`src/rtl/fifo_sink_mc_if.sv`:
```
// fifo_sink_mc_if: control, FIFO-side and memory-side signals of the multi-channel FIFO sink
// Ports (slave = sink view):
//   in : start_i, stop_i, nop_i, mode_i, ch_en_i, ilen_i, empty_i, data_i
//   out: rd_en_o, wr_en_o, wr_addr_o, wr_data_o, busy_o, done_o, wrap_o
interface fifo_sink_mc_if #(
    parameter int DATA_WIDTH = 16,
    parameter int ADDR_WIDTH = 7,
    parameter int NUM_CH     = 4
);
    localparam int CH_BITS = $clog2(NUM_CH);

    logic                             start_i;
    logic                             stop_i;
    logic                             nop_i;
    logic                             mode_i;
    logic [NUM_CH-1:0]                ch_en_i;
    logic [ADDR_WIDTH:0]              ilen_i;
    logic [NUM_CH-1:0]                empty_i;
    logic [NUM_CH*DATA_WIDTH-1:0]     data_i;
    logic [NUM_CH-1:0]                rd_en_o;
    logic                             wr_en_o;
    logic [CH_BITS+ADDR_WIDTH-1:0]    wr_addr_o;
    logic [DATA_WIDTH-1:0]            wr_data_o;
    logic                             busy_o;
    logic                             done_o;
    logic [NUM_CH-1:0]                wrap_o;

    modport slave (
        input  start_i, stop_i, nop_i, mode_i, ch_en_i, ilen_i, empty_i, data_i,
        output rd_en_o, wr_en_o, wr_addr_o, wr_data_o, busy_o, done_o, wrap_o
    );

    modport master (
        output start_i, stop_i, nop_i, mode_i, ch_en_i, ilen_i, empty_i, data_i,
        input  rd_en_o, wr_en_o, wr_addr_o, wr_data_o, busy_o, done_o, wrap_o
    );
endinterface

```
`src/rtl/fifo_sink_mc.sv`:
```
// fifo_sink_mc: drains NUM_CH sample FIFOs round-robin into a banked result memory
// Ports:
//   clk  : rising-edge clock
//   rstn : asynchronous active-low reset
//   bus  : fifo_sink_mc_if.slave -- start/stop/nop/mode/mask/length controls, FIFO empty flags
//          and read data in; one-hot FIFO read strobe, memory write strobe/address/data,
//          busy, done pulse and per-channel wrap pulses out
module fifo_sink_mc #(
    parameter int DATA_WIDTH = 16,
    parameter int ADDR_WIDTH = 7,
    parameter int NUM_CH     = 4
) (
    input logic           clk,
    input logic           rstn,
    fifo_sink_mc_if.slave bus
);
    localparam int                 CH_BITS = $clog2(NUM_CH);
    localparam logic [CH_BITS:0]   NCH     = (CH_BITS+1)'(NUM_CH);
    localparam logic [CH_BITS-1:0] LAST    = CH_BITS'(NUM_CH-1);

    typedef enum logic [1:0] {IDLE, RUN, DRAIN, DONE} state_t;

    state_t                         r_state;
    state_t                         w_state_nxt;
    logic                           r_mode;
    logic [NUM_CH-1:0]              r_mask;
    logic [ADDR_WIDTH:0]            r_ilen;
    logic [NUM_CH-1:0][ADDR_WIDTH:0] r_cnt;
    logic [CH_BITS-1:0]             r_ptr;
    logic                           r_wr_en;
    logic [CH_BITS-1:0]             r_wr_ch;
    logic [ADDR_WIDTH-1:0]          r_wr_idx;
    logic [NUM_CH-1:0]              r_wrap;

    logic [NUM_CH-1:0]              w_elig;
    logic                           w_found;
    logic [CH_BITS-1:0]             w_gnt;
    logic [CH_BITS:0]               w_k;
    logic                           w_stop;
    logic                           w_issue;
    logic                           w_all_done;
    logic [NUM_CH-1:0]              w_rd;
    logic [DATA_WIDTH-1:0]          w_wr_data;

    // Arbitration, read strobe and completion; completion looks at the counters as they
    // will be after this cycle's read, so the last write lands in DRAIN.
    always_comb begin
        w_elig     = '0;
        w_found    = 1'b0;
        w_gnt      = '0;
        w_k        = '0;
        w_rd       = '0;
        w_all_done = 1'b1;
        for (int c = 0; c < NUM_CH; c++)
            w_elig[c] = r_mask[c] & ~bus.empty_i[c] & (r_mode | (r_cnt[c] < r_ilen));
        for (int i = 0; i < NUM_CH; i++) begin
            w_k = {1'b0, r_ptr} + (CH_BITS+1)'(i);
            w_k = (w_k >= NCH) ? w_k - NCH : w_k;
            if (!w_found && w_elig[w_k[CH_BITS-1:0]]) begin
                w_found = 1'b1;
                w_gnt   = w_k[CH_BITS-1:0];
            end
        end
        // Circular mode with nothing to wrap over finishes immediately, like one-shot.
        w_stop  = r_mode & (bus.stop_i | (r_ilen == '0) | (r_mask == '0));
        w_issue = (r_state == RUN) & ~bus.nop_i & ~w_stop & w_found;
        w_rd[w_gnt] = w_issue;
        for (int c = 0; c < NUM_CH; c++)
            if (r_mask[c] && ((r_cnt[c] + (ADDR_WIDTH+1)'(w_issue && w_gnt == CH_BITS'(c))) != r_ilen))
                w_all_done = 1'b0;
        w_state_nxt = (r_state == IDLE)  ? (bus.start_i ? RUN : IDLE) :
                      (r_state == RUN)   ? ((r_mode ? w_stop : w_all_done) ? DRAIN : RUN) :
                      (r_state == DRAIN) ? DONE : IDLE;
    end

    // Write data is taken straight from the FIFO output the cycle after the read.
    always_comb begin
        w_wr_data = '0;
        for (int c = 0; c < NUM_CH; c++)
            if (r_wr_en && r_wr_ch == CH_BITS'(c))
                w_wr_data = bus.data_i[c*DATA_WIDTH +: DATA_WIDTH];
    end

    always_ff @(posedge clk or negedge rstn) begin
        if (!rstn)
            r_state <= IDLE;
        else
            r_state <= w_state_nxt;
    end

    always_ff @(posedge clk or negedge rstn) begin
        if (!rstn) begin
            r_mode   <= 1'b0;
            r_mask   <= '0;
            r_ilen   <= '0;
            r_cnt    <= '0;
            r_ptr    <= '0;
            r_wr_en  <= 1'b0;
            r_wr_ch  <= '0;
            r_wr_idx <= '0;
            r_wrap   <= '0;
        end else begin
            r_wr_en <= w_issue;
            r_wrap  <= '0;
            if (r_state == IDLE && bus.start_i) begin
                r_mode <= bus.mode_i;
                r_mask <= bus.ch_en_i;
                r_ilen <= bus.ilen_i;
                r_cnt  <= '0;
                r_ptr  <= '0;
            end
            if (w_issue) begin
                r_wr_ch  <= w_gnt;
                r_wr_idx <= r_cnt[w_gnt][ADDR_WIDTH-1:0];
                r_ptr    <= (w_gnt == LAST) ? '0 : w_gnt + 1'b1;
                if (r_mode && r_cnt[w_gnt] == r_ilen - 1'b1) begin
                    r_cnt[w_gnt]  <= '0;
                    r_wrap[w_gnt] <= 1'b1;
                end else begin
                    r_cnt[w_gnt] <= r_cnt[w_gnt] + 1'b1;
                end
            end
        end
    end

    assign bus.rd_en_o   = w_rd;
    assign bus.wr_en_o   = r_wr_en;
    assign bus.wr_addr_o = {r_wr_ch, r_wr_idx};
    assign bus.wr_data_o = w_wr_data;
    assign bus.busy_o    = (r_state == RUN) || (r_state == DRAIN);
    assign bus.done_o    = (r_state == DONE);
    assign bus.wrap_o    = r_wrap;
endmodule
```
`src/flat_wrapper.sv`:
```
// flat-port wrapper written by rule: the top's interface ports become plain ports
module fifo_sink_mc_flat 
#(
    parameter int DATA_WIDTH = 16,
    parameter int ADDR_WIDTH = 7,
    parameter int NUM_CH     = 4
)
  (clk, rstn, bus_start_i, bus_stop_i, bus_nop_i, bus_mode_i, bus_ch_en_i, bus_ilen_i, bus_empty_i, bus_data_i, bus_rd_en_o, bus_wr_en_o, bus_wr_addr_o, bus_wr_data_o, bus_busy_o, bus_done_o, bus_wrap_o);
  fifo_sink_mc_if #(.DATA_WIDTH(DATA_WIDTH), .ADDR_WIDTH(ADDR_WIDTH), .NUM_CH(NUM_CH)) bus_i ();
  input logic clk;
  input logic rstn;
  input wire logic [$bits(bus_i.start_i)-1:0] bus_start_i;
  input wire logic [$bits(bus_i.stop_i)-1:0] bus_stop_i;
  input wire logic [$bits(bus_i.nop_i)-1:0] bus_nop_i;
  input wire logic [$bits(bus_i.mode_i)-1:0] bus_mode_i;
  input wire logic [$bits(bus_i.ch_en_i)-1:0] bus_ch_en_i;
  input wire logic [$bits(bus_i.ilen_i)-1:0] bus_ilen_i;
  input wire logic [$bits(bus_i.empty_i)-1:0] bus_empty_i;
  input wire logic [$bits(bus_i.data_i)-1:0] bus_data_i;
  output wire logic [$bits(bus_i.rd_en_o)-1:0] bus_rd_en_o;
  output wire logic [$bits(bus_i.wr_en_o)-1:0] bus_wr_en_o;
  output wire logic [$bits(bus_i.wr_addr_o)-1:0] bus_wr_addr_o;
  output wire logic [$bits(bus_i.wr_data_o)-1:0] bus_wr_data_o;
  output wire logic [$bits(bus_i.busy_o)-1:0] bus_busy_o;
  output wire logic [$bits(bus_i.done_o)-1:0] bus_done_o;
  output wire logic [$bits(bus_i.wrap_o)-1:0] bus_wrap_o;
  assign bus_i.start_i = bus_start_i;
  assign bus_i.stop_i = bus_stop_i;
  assign bus_i.nop_i = bus_nop_i;
  assign bus_i.mode_i = bus_mode_i;
  assign bus_i.ch_en_i = bus_ch_en_i;
  assign bus_i.ilen_i = bus_ilen_i;
  assign bus_i.empty_i = bus_empty_i;
  assign bus_i.data_i = bus_data_i;
  assign bus_rd_en_o = bus_i.rd_en_o;
  assign bus_wr_en_o = bus_i.wr_en_o;
  assign bus_wr_addr_o = bus_i.wr_addr_o;
  assign bus_wr_data_o = bus_i.wr_data_o;
  assign bus_busy_o = bus_i.busy_o;
  assign bus_done_o = bus_i.done_o;
  assign bus_wrap_o = bus_i.wrap_o;
  fifo_sink_mc #(.DATA_WIDTH(DATA_WIDTH), .ADDR_WIDTH(ADDR_WIDTH), .NUM_CH(NUM_CH)) u_core (.clk(clk), .rstn(rstn), .bus(bus_i));
endmodule
```
`config.mk`:
```
export PLATFORM = sky130hd
export DESIGN_NAME = fifo_sink_mc_flat
export DESIGN_NICKNAME = d
export VERILOG_FILES = /design/src/rtl/fifo_sink_mc_if.sv /design/src/rtl/fifo_sink_mc.sv /design/src/flat_wrapper.sv
export SDC_FILE = /design/constraint.sdc
export NUM_CORES = 1
export LEC_CHECK = 0
export CAP_MARGIN = 0
export CORE_MARGIN = 1
export CORE_UTILIZATION = 50
export DETAILED_ROUTE_END_ITERATION = 8
export PLACE_DENSITY = 0.78
export SETUP_SLACK_MARGIN = 0.05
export SYNTH_ARGS = -nofsm -noshare
export SYNTH_HDL_FRONTEND = slang
export SYNTH_SLANG_ARGS = --single-unit
```
`constraint.sdc`:
```
create_clock -name clk -period 6.19 [get_ports clk]
set_input_delay 0.9285 -clock clk [delete_from_list [all_inputs] [get_ports clk]]
set_output_delay 0.9285 -clock clk [all_outputs]
set_load 0.02 [all_outputs]
```
==> results.sh <==
export IMPL_first_global_vias=5645
export IMPL_power_density_mw_per_mm2=460
export IMPL_die_area_mm2=0.0121
export IMPL_vias=5848
export IMPL_hold_depth=1
export IMPL_ys_ff_latch=63
export IMPL_numPortBuffers=121
export IMPL_syn_inst=656
export IMPL_path_class="flop to flop"
export IMPL_synth_area_mm2=0.00584
export IMPL_regToRegStartpoint="u_core.r_ilen[6]"
export IMPL_total_power_mw=3.51
export IMPL_finalWorstSetupSlack_ns=0.526
export IMPL_post_cts_buffers=0
export IMPL_p_leak_nw=3.22
export IMPL_yosys_warnings=0
export IMPL_rsz0062_at_grt="no"
export IMPL_seq_area_mm2=0.00158
export IMPL_antenna_left=0
export IMPL_clock_latency_ns=0.35
export IMPL_worstSetupEndpointType="flop"
export IMPL_synthDistinctLibCells=59
export IMPL_routedWlPerCell_um=22.2
export IMPL_r2r_cells=22
export IMPL_worstHoldEndpoint="u_core.r_wr_idx[5]"
export IMPL_drc=0
export IMPL_hold_path_startpoint="u_core.r_wr_idx[5]"
export IMPL_root_buffer="clkbuf_16"
export IMPL_antenna_found_initial=0
export IMPL_path_cells="inv_1 > ha_1 > and3b_1 > o2111ai_1 > o211ai_1 > o21ai_0 > o211ai_2 > ha_1 > nand2_1 > inv_1 > ha_1 > ha_1 > nand3_1 > nor2_1 > a211oi_1 > a21oi_1 > a21oi_1 > o41ai_1 > nand4_1 > o21ai_0 > a211oi_1 > a21o_1"
export IMPL_setup_tns_ns=0
export IMPL_cts_tree="done"
export IMPL_synth_flop_cell="dfrtp_1"
export IMPL_max_vdd_ir_drop_mv=0.329
export IMPL_min_path_type="flop to flop"
export IMPL_initial_utilization=0.512
export IMPL_synthArstFlopShare=1.00
export IMPL_crit_path_max_incr_delay_ns=0.60
export IMPL_track_usage=0.353
export IMPL_startpoint_type="flop"
export IMPL_syn_avg_cell_area_um2=8.91
export IMPL_cts_sinks=63
export IMPL_syn2layout_area_growth_pct=30.8
export IMPL_cts_resized=0
export IMPL_grt_pass1_wl_mm=31.2
export IMPL_cp_data_required_time_ns=6.44
export IMPL_wl_mm=20.5
export IMPL_r2r_end="u_core.r_state[0]"
export IMPL_hold_viol_final=0
export IMPL_cp_max_fo=12
export IMPL_finalSetupViolCount=0
export IMPL_dr_pass1_iters=5
export IMPL_grt_overflow_total=0
export IMPL_grt_max_degree=64
export IMPL_cpMostUsedCell="ha_1"
export IMPL_drive_above_1_share=0.132
export IMPL_multi_input_area_mm2=0.00403
export IMPL_ys_seq_area_frac=0.270
export IMPL_ioPinCount=122
export IMPL_die_h_um=110
export IMPL_fillers=948
export IMPL_arrival_ns=5.91
export IMPL_hpwl_mm=15.6
export IMPL_relSlewSlack=0.318
export IMPL_drv_cap=0
export IMPL_via_per_inst=6.32
export IMPL_period_minus_slack_ns=5.66
export IMPL_dp_slack_ns=0.542
export IMPL_routabilityCongestion=1.04
export IMPL_crit_slowest_cell="dfrtp_1"
export IMPL_num_antenna_cells=0
export IMPL_coreArea_mm2=0.0114
export IMPL_die_w_um=110
export IMPL_row_count=39
export IMPL_nets=910
export IMPL_cts_htree_levels=3
export IMPL_fmax_mhz=177
export IMPL_rrSetupSlack_ns=0.53
export IMPL_syn_nets=789
export IMPL_cts_buffers=9
export IMPL_clockBufferDepth=2
export IMPL_status="complete, no violations"
export IMPL_skew_ns=0.00989
export IMPL_initialDrtViolationCount=634
export IMPL_cts_hold_buffers=0
export IMPL_clk_pin_slew_ns=0.06
export IMPL_synth_edf_count=0
export IMPL_period_share=0.915
export IMPL_drv_slew=0
export IMPL_worst_slew_pin_slew_ns=1.02
## flip-flops by register name (all words and copies together), names as in the netlist, named ones only
signal              flops
u_core.bus.wr_en_o      1
u_core.bus.wrap_o       4
u_core.r_cnt           32
u_core.r_ilen           8
u_core.r_mask           4
u_core.r_mode           1
u_core.r_ptr            2
u_core.r_state          1
u_core.r_wr_ch          2
u_core.r_wr_idx         7
## metrics by stage
step	hold WS, ns	cells	instance area (um^2)	utilization
floorplan	0.511	656	5840	-
global placement	0.494	909	7320	0.641
detailed placement	0.495	909	7320	0.641
CTS	0.508	925	7640	0.670
global route	0.535	925	7640	0.670
finish	0.503	925	7640	0.670
## critical path, delay by kind of cell (launching register included)
| family | cells | cell delay [ns] |
|---|---|---|
| adder cells (fa/ha/maj) | 4 | 1.00 |
| AO/OA/AOI/OAI | 11 | 2.61 |
| AND/OR/NAND/NOR | 5 | 0.94 |
| flip-flops | 1 | 0.60 |
| buffers and inverters | 2 | 0.41 |
## layer usage
| metal | up-vias | global-route usage | wire length (um) |
|---|---|---|---|
| li1 | 2642 | - | - |
| met3 | 69 | 0.0964 | 2280 |
| met1 | 2814 | 0.458 | 8030 |
| met5 | - | 0 | 0 |
| met4 | 0 | 0.176 | 776 |
| met2 | 323 | 0.542 | 9430 |
## where the power goes
part           switching [mW]  internal, mW  total, mW
Sequential              0.245         0.527      0.772
Combinational            1.26         0.923       2.19
Clock                   0.203         0.353      0.556
Total                    1.71          1.80       3.51
## Yosys cell counts (3+ instances only)
cell type  count  area, um^2
nand2b_1       5        31.3
nor2_1        49         184
nor4_1         5        31.3
nand3b_1       3        22.5
mux4_2        17         383
buf_1          5        18.8
a21o_1         5        37.5
mux2_2        22         248
xnor2_1       38         333
nor3b_1        3        22.5
buf_2          3        15.0
nand3_1       43         215
o21ai_0       18        90.1
o211ai_1       4        30.0
clkbuf_1      36         135
a31oi_1       17         106
nor3_1        12        60.1
a211oi_1       7        52.6
nor4_4         4        85.1
and2_1        18         113
o31ai_1        3        22.5
a21oi_1       39         195
ha_1          47         588
nand2_1       62         233
and3b_1        3        26.3
a32oi_1        3        26.3
dfrtp_1       63        1580
xor2_1        20         175
o21a_1         5        37.5
mux2i_1       18         180
nand4_1        9        56.3
inv_1         20        75.1
o41ai_1        3        26.3
and3_1         6        37.5
nor2b_1        5        31.3
## layout make-up
| type | instances | area share |
|---|---|---|
| Timing Repair Buffer | 155 | 0.191 |
| Multi-Input combinational cell | 527 | 0.527 |
| Inverter | 21 | 0.0106 |
| Clock inverter | 7 | 0.0124 |
| Tap cell | 143 | 0.0234 |
| Clock buffer | 9 | 0.0295 |
| Sequential cell | 63 | 0.206 |
## logic make-up after synthesis
kind of cell	Yosys count	share of synthesized area
mux	58	0.141
buf+inv	66	0.0437
compound gates	132	0.155
fa+ha+maj	47	0.101
simple gates	232	0.204
xor+xnor	58	0.0869
flops	63	0.270
## worst max-delay path by stage
stage                                 from                 to  slack (ns)
after floorplan           u_core.r_ilen[1]  u_core.r_state[0]        0.81
after global placement      bus_empty_i[0]  u_core.r_state[0]        0.73
after detailed placement    bus_empty_i[3]  u_core.r_state[0]        0.54
after CTS                 u_core.r_ilen[6]  u_core.r_state[0]        0.69
after global routing      u_core.r_ilen[6]  u_core.r_state[0]        0.13
final                     u_core.r_ilen[6]  u_core.r_state[0]        0.53
## cells in the final DEF, fill, tap and decap left out, drive strengths merged, types with 35 or more instances in the layout
cell type | netlist | final
a21oi | 39 | 39
buf | 8 | 35
clkdlybuf4s50 | 0 | 120
dfrtp | 63 | 63
ha | 47 | 47
nand2 | 62 | 62
nand3 | 43 | 43
nor2 | 49 | 49
xnor2 | 38 | 38
Power figures use the tool's default switching activity.
